File: src/rtl/tlb_cmd_ctrl.sv
// CP0-side TLB command initiator: holds the TLB-management CP0 registers, drives them to the MMU,
// and sequences TLBP/TLBR/TLBWI/TLBWR into single-cycle command strobes with result write-back.
module tlb_cmd_ctrl #(
  parameter int unsigned ENTRY_ADDR_WIDTH = 3
) (
  input  logic        clk,
  input  logic        res,
  input  logic        cp0_we,
  input  logic [4:0]  cp0_addr,
  input  logic [31:0] cp0_wdata,
  output logic [31:0] cp0_rdata,
  input  logic        op_valid,
  input  logic [1:0]  op,
  output logic        op_ready,
  output logic        op_done,
  input  logic        exc_tlb,
  input  logic [31:0] exc_badVAddr,
  output logic [31:0] mmu_index,
  output logic [31:0] mmu_random,
  output logic [31:0] mmu_entryLo0,
  output logic [31:0] mmu_entryLo1,
  output logic [31:0] mmu_ctx,
  output logic [31:0] mmu_pageMask,
  output logic [31:0] mmu_wired,
  output logic [31:0] mmu_entryHi,
  output logic [1:0]  mmu_cmd,
  output logic        mmu_cmdValid,
  input  logic [31:0] matchedIndex,
  input  logic        mmu_tlbMiss,
  input  logic [31:0] tlb_rdEntryHi,
  input  logic [31:0] tlb_rdEntryLo0,
  input  logic [31:0] tlb_rdEntryLo1,
  input  logic [31:0] tlb_rdPageMask
);
  localparam int unsigned AW = ENTRY_ADDR_WIDTH;
  localparam logic [1:0]  OP_TLBP = 2'd0;
  localparam logic [1:0]  OP_TLBR = 2'd1;

  localparam logic [31:0] IDX_M  = {{(32-AW){1'b0}}, {AW{1'b1}}};
  localparam logic [31:0] ELO_M  = 32'h3fff_ffff;
  localparam logic [31:0] CTX_M  = 32'hff80_0000;
  localparam logic [31:0] PM_M   = 32'h1fff_e000;
  localparam logic [31:0] EH_M   = 32'hffff_e0ff;

  typedef enum logic [1:0] {ST_IDLE, ST_ISSUE, ST_DONE} state_e;

  state_e          state_q, state_d;
  logic [1:0]      op_q, op_d;
  logic [31:0]     index_q, index_d;
  logic [AW-1:0]   random_q, random_d;
  logic [AW-1:0]   wired_q, wired_d;
  logic [31:0]     elo0_q, elo0_d;
  logic [31:0]     elo1_q, elo1_d;
  logic [31:0]     ctx_q, ctx_d;
  logic [31:0]     pm_q, pm_d;
  logic [31:0]     eh_q, eh_d;
  logic            capture;
  logic            unused_badvaddr_low;

  assign unused_badvaddr_low = ^exc_badVAddr[12:0];

  always_comb begin
    state_d      = state_q;
    op_d         = op_q;
    op_ready     = 1'b0;
    op_done      = 1'b0;
    mmu_cmdValid = 1'b0;
    capture      = 1'b0;
    unique case (state_q)
      ST_IDLE: begin
        op_ready = 1'b1;
        if (op_valid) begin
          state_d = ST_ISSUE;
          op_d    = op;
        end
      end
      ST_ISSUE: begin
        mmu_cmdValid = 1'b1;
        capture      = 1'b1;
        state_d      = ST_DONE;
      end
      ST_DONE: begin
        op_done = 1'b1;
        state_d = ST_IDLE;
      end
      default: state_d = ST_IDLE;
    endcase
  end

  // Later assignments override earlier ones: capture beats exc_tlb beats MTC0 per register.
  always_comb begin
    index_d = index_q;
    if (cp0_we && cp0_addr == 5'd0) index_d = (index_q & ~IDX_M) | (cp0_wdata & IDX_M);
    if (capture && op_q == OP_TLBP)
      index_d = mmu_tlbMiss ? 32'h8000_0000 : (matchedIndex & IDX_M);

    wired_d = wired_q;
    if (cp0_we && cp0_addr == 5'd6) wired_d = cp0_wdata[AW-1:0];

    // Random is held during ISSUE so a TLBWR sees a stable index on its strobe.
    if (cp0_we && cp0_addr == 5'd6)  random_d = '1;
    else if (state_q == ST_ISSUE)    random_d = random_q;
    else if (random_q <= wired_q)    random_d = '1;
    else                             random_d = random_q - AW'(1);

    elo0_d = elo0_q;
    if (cp0_we && cp0_addr == 5'd2) elo0_d = cp0_wdata & ELO_M;
    if (capture && op_q == OP_TLBR) elo0_d = tlb_rdEntryLo0 & ELO_M;

    elo1_d = elo1_q;
    if (cp0_we && cp0_addr == 5'd3) elo1_d = cp0_wdata & ELO_M;
    if (capture && op_q == OP_TLBR) elo1_d = tlb_rdEntryLo1 & ELO_M;

    pm_d = pm_q;
    if (cp0_we && cp0_addr == 5'd5) pm_d = cp0_wdata & PM_M;
    if (capture && op_q == OP_TLBR) pm_d = tlb_rdPageMask & PM_M;

    ctx_d = ctx_q;
    if (cp0_we && cp0_addr == 5'd4) ctx_d = (ctx_q & ~CTX_M) | (cp0_wdata & CTX_M);
    if (exc_tlb) ctx_d = {ctx_q[31:23], exc_badVAddr[31:13], ctx_q[3:0]};

    eh_d = eh_q;
    if (cp0_we && cp0_addr == 5'd10) eh_d = cp0_wdata & EH_M;
    if (exc_tlb) eh_d = {exc_badVAddr[31:13], eh_q[12:0]};
    if (capture && op_q == OP_TLBR) eh_d = tlb_rdEntryHi & EH_M;
  end

  always_ff @(posedge clk or negedge res) begin
    if (!res) begin
      state_q  <= ST_IDLE;
      op_q     <= OP_TLBP;
      index_q  <= '0;
      random_q <= '1;
      wired_q  <= '0;
      elo0_q   <= '0;
      elo1_q   <= '0;
      ctx_q    <= '0;
      pm_q     <= '0;
      eh_q     <= '0;
    end else begin
      state_q  <= state_d;
      op_q     <= op_d;
      index_q  <= index_d;
      random_q <= random_d;
      wired_q  <= wired_d;
      elo0_q   <= elo0_d;
      elo1_q   <= elo1_d;
      ctx_q    <= ctx_d;
      pm_q     <= pm_d;
      eh_q     <= eh_d;
    end
  end

  assign mmu_index    = index_q;
  assign mmu_random   = {{(32-AW){1'b0}}, random_q};
  assign mmu_entryLo0 = elo0_q;
  assign mmu_entryLo1 = elo1_q;
  assign mmu_ctx      = ctx_q;
  assign mmu_pageMask = pm_q;
  assign mmu_wired    = {{(32-AW){1'b0}}, wired_q};
  assign mmu_entryHi  = eh_q;
  assign mmu_cmd      = op_q;

  always_comb begin
    cp0_rdata = '0;
    unique case (cp0_addr)
      5'd0:    cp0_rdata = mmu_index;
      5'd1:    cp0_rdata = mmu_random;
      5'd2:    cp0_rdata = mmu_entryLo0;
      5'd3:    cp0_rdata = mmu_entryLo1;
      5'd4:    cp0_rdata = mmu_ctx;
      5'd5:    cp0_rdata = mmu_pageMask;
      5'd6:    cp0_rdata = mmu_wired;
      5'd10:   cp0_rdata = mmu_entryHi;
      default: cp0_rdata = '0;
    endcase
  end
endmodule
File: config.mk
export PLATFORM = sky130hd
export DESIGN_NAME = tlb_cmd_ctrl
export DESIGN_NICKNAME = d
export VERILOG_FILES = /design/src/rtl/tlb_cmd_ctrl.sv
export SDC_FILE = /design/constraint.sdc
export NUM_CORES = 1
export LEC_CHECK = 0
export CORE_AREA = 2 2 209 211
export CTS_CLUSTER_SIZE = 12
export DETAILED_ROUTE_END_ITERATION = 7
export DIE_AREA = 0 0 211 213
export HOLD_SLACK_MARGIN = 0.05
export PLACE_DENSITY = 0.6
export RECOVER_POWER = 100
export SYNTH_ARGS = -nofsm -noshare
export SYNTH_HDL_FRONTEND = slang
export SYNTH_SLANG_ARGS = --single-unit
File: constraint.sdc
create_clock -name clk -period 1.9 [get_ports clk]
set_clock_uncertainty 0.1 [all_clocks]
set_input_delay 0.38 -clock clk [delete_from_list [all_inputs] [get_ports clk]]
set_output_delay 0.38 -clock clk [all_outputs]
set_load 0.05 [all_outputs]
==> results of run 1 <==
## cell usage in the layout, fill, tap and decap left out, drive strengths merged, types with 4 or more instances in the layout
master / count
clkbuf: 189
nand2: 163
clkdlybuf4s50: 162
o21ai: 147
dfrtp: 142
buf: 119
conb: 115
mux2i: 106
inv: 44
a22oi: 42
a222oi: 16
mux2: 15
clkinv: 8
nor2: 7
nand3: 7
nor3b: 5
nor3: 5
ha: 4
## registers in the layout (all words and copies together) (netlist names)
signal and count:
mmu_entryLo1 30, mmu_pageMask 16, random_q 3, mmu_index 4
mmu_cmd 2, mmu_entryLo0 30, wired_q 3, mmu_ctx 28
state_q 2, mmu_entryHi 27
## routing by layer
layer | GRT usage (%) | vias up | routed length [microns]
met5 | 0 | - | 0
met4 | 6.10 | 0 | 1030
met3 | 4.03 | 49 | 2190
met2 | 27.4 | 355 | 18600
met1 | 19.7 | 3840 | 16000
li1 | - | 3708 | -
## power by group through the flow
stage          combinational (uW)  clock (uW)  sequential, uW
6_report                     8720        3440            5440
5_1_grt                      9170        3710            5600
4_1_cts                      9530        3570            5470
3_5_place_dp                 9490           0            5470
3_3_place_gp                 9380           0            5470
2_1_floorplan                2350           0            8980
## timing repair
item                                    4_1_cts  5_1_grt
resized for setup                            67       20
endpoints found under the setup margin       54       34
gates cloned                                  2        3
hold endpoints to repair                     27        0
buffers inserted                             14        9
hold buffers                                  1        0
pin swaps                                    57       31
## through the flow
stage / area, sq um / total power, uW / hold WS, ps / setup WS, ps / util (%)
final: 13700 / 17600 / 385 / -655 / 32.1
after detailed placement: 13100 / 15000 / 262 / -1020 / 30.7
after floorplan: 9230 / 11300 / -15.6 / -210 / -
after global routing: 13700 / 18500 / 368 / -844 / 32.1
after CTS: 14100 / 18600 / 322 / -799 / 33.0
after global placement: 13100 / 14800 / 247 / -1010 / 30.7
## cells by family after synthesis
family	after synthesis	share of synthesized area (%)
buffers and inverters	214	15.9
flip-flops	145	43.1
AND/OR/NAND/NOR	203	11.0
other	1	0.0445
multiplexers	121	14.6
AO/OA/AOI/OAI	210	14.8
adder cells (fa/ha/maj)	4	0.593
## worst paths after layout
| kind | from | end | slack [ps] | cells after the start |
|---|---|---|---|---|
| worst min-delay path | tlb_rdEntryLo1[16] | mmu_entryLo1[16] | 390 | 3 |
| worst max-delay path | mmu_entryLo0[20] | cp0_rdata[20] | -650 | 3 |
| worst min register to register | mmu_ctx[14] | mmu_ctx[14] | 460 | 2 |
| worst max register to register | state_q[1] | mmu_entryLo1[28] | -60 | 5 |
| min in group asynchronous | res | mmu_entryHi[1] | 670 | 2 |
| max in group asynchronous | res | random_q[1] | 60 | 3 |
## layout make-up
cell class	count	area (sq um)
fill	4486	29000
multi-input combinational	654	4370
timing repair buffer	454	4270
sequential	145	3630
tap	546	683
clock buffer	19	453
inverter	44	168
clock inverter	13	138
## tightest hold or removal path: stages
cell	delay [ps]
clkdlybuf4s50_1	400
nand2_1	50
o21ai_1	50
==> qor.txt, run 1 <==
Switching Share -> 51.7%
Die X -> 211 microns
Largest net degree at the start of global routing -> 39
Slew Limit Headroom -> 14.0%
Min Tclk post-route -> 2550 ps
Total GRT Usage -> 16.1%
Crit Path Class -> reg -> out
Status -> finished with violations
WP data required -> 1420 ps
Synth top area share -> 42.1%
Initial antenna violation count -> 2
Data arrival, critical path -> 2070 ps
Synth cell types -> 43
Top cells by count, synth -> nand2_1, dfrtp_1, o21ai_0, buf_4, mux2i_1
Final Setup Violations -> 92
Number of buffers created by CTS -> 17
Clock Sinks -> 145
Detailed Routing Iterations Pass 1 -> 6
Worst Tran Pin Value -> 1290 ps
ANT nets after route -> 0
Pleak -> 0.00634 uW
Worst setup margin -> -655 ps
Part of the power in registers -> 30.9%
Final antenna diode count -> 0
Seq/Total Area, Yosys -> 43.1%
Die Y -> 213 microns
DR WL/cell -> 20.2 microns
Vias in the first global route -> 8046
Gr ovfl total -> 0
Max H-tree Level -> 4
Worst min-delay path category -> in -> reg
Final net count -> 1557
Setup TNS -> -16590 ps
Max clock buf depth -> 2
Peak Freq -> 391 MHz
Ys Warns -> 0
Standard-cell row count -> 76
EDFF count, synth -> 0
Pwr dens -> 1280 mW/mm^2
Internal power -> 8500 uW
Critical-path cell list -> a222oi_1 -> nand2_2 -> buf_12
CTS root buf -> clkbuf_16
Worst Path Max Fanout -> 2
RSZ-0062 raised after global routing -> true
Post-Place Cells -> 1823
Area contributors post-synth -> dfrtp_1, mux2i_1, buf_4
Clock network power share -> 19.5%
Slowest CP cell -> a222oi_1
Share of cells above drive strength 1 -> 32.1%
Startpoint types -> register
Nature of the critical path endpoint -> primary output
Residual DRC -> 0
Seq cells post-synth -> 145
Top cell type by total area after synthesis -> dfrtp_1
First-pass GRT wire length -> 52.2 mm
Max-cap viol count -> 0
CTS tree -> done
Fin cells -> 1875
Port Buf Inserts -> 347
Post-synthesis cell area -> 0.00843 sq mm
Avg Cell Area, Syn -> 9.39 sq um
CTS clk-pin slew, worst paths -> 60 ps
Syn Inst Count -> 898
Final wirelength -> 37.8 mm
Post-synth ARST share -> 100%
CP max stage delay -> 800 ps
Hpwl dp -> 27.9 mm
Via density per instance -> 4.24
Layout area overhead -> 62.5%
Failing checks -> setup timing
Switching power total -> 9110 uW
DR vias -> 7952
Combinational Power Share -> 49.5%
Post-synth top flop -> dfrtp_1
Slew Limit Fails -> 0
Initial Util -> 19.8%
Area of the core -> 0.0427 sq mm
Peak supply drop -> 0.982 mV
CP top delay family -> compound AO/OA/AOI/OAI gates
Clock Latency Late Sink -> 430 ps
Die area -> 0.0449 sq mm
Fin. Hold Viols -> 0
Part of the cycle the worst path needs -> 134%
Worst path buffer plus inverter count -> 1
RePlAce Congestion -> 0.865
Io pins -> 530
Initial DRC count -> 540
Count leader, synth -> nand2_1
Power figures use the tool's default switching activity.
==> inputs of run 2 (changes only) <==
--- a/config.mk
+++ b/config.mk
@@ -6,6 +6,7 @@
 export NUM_CORES = 1
 export LEC_CHECK = 0
 export CORE_AREA = 2 2 209 211
+export CTS_CLUSTER_DIAMETER = 50
 export CTS_CLUSTER_SIZE = 12
 export DETAILED_ROUTE_END_ITERATION = 7
 export DIE_AREA = 0 0 211 213
==> results of run 2 <==
The final DEF is identical to that of run 1; final timing and power are the same.
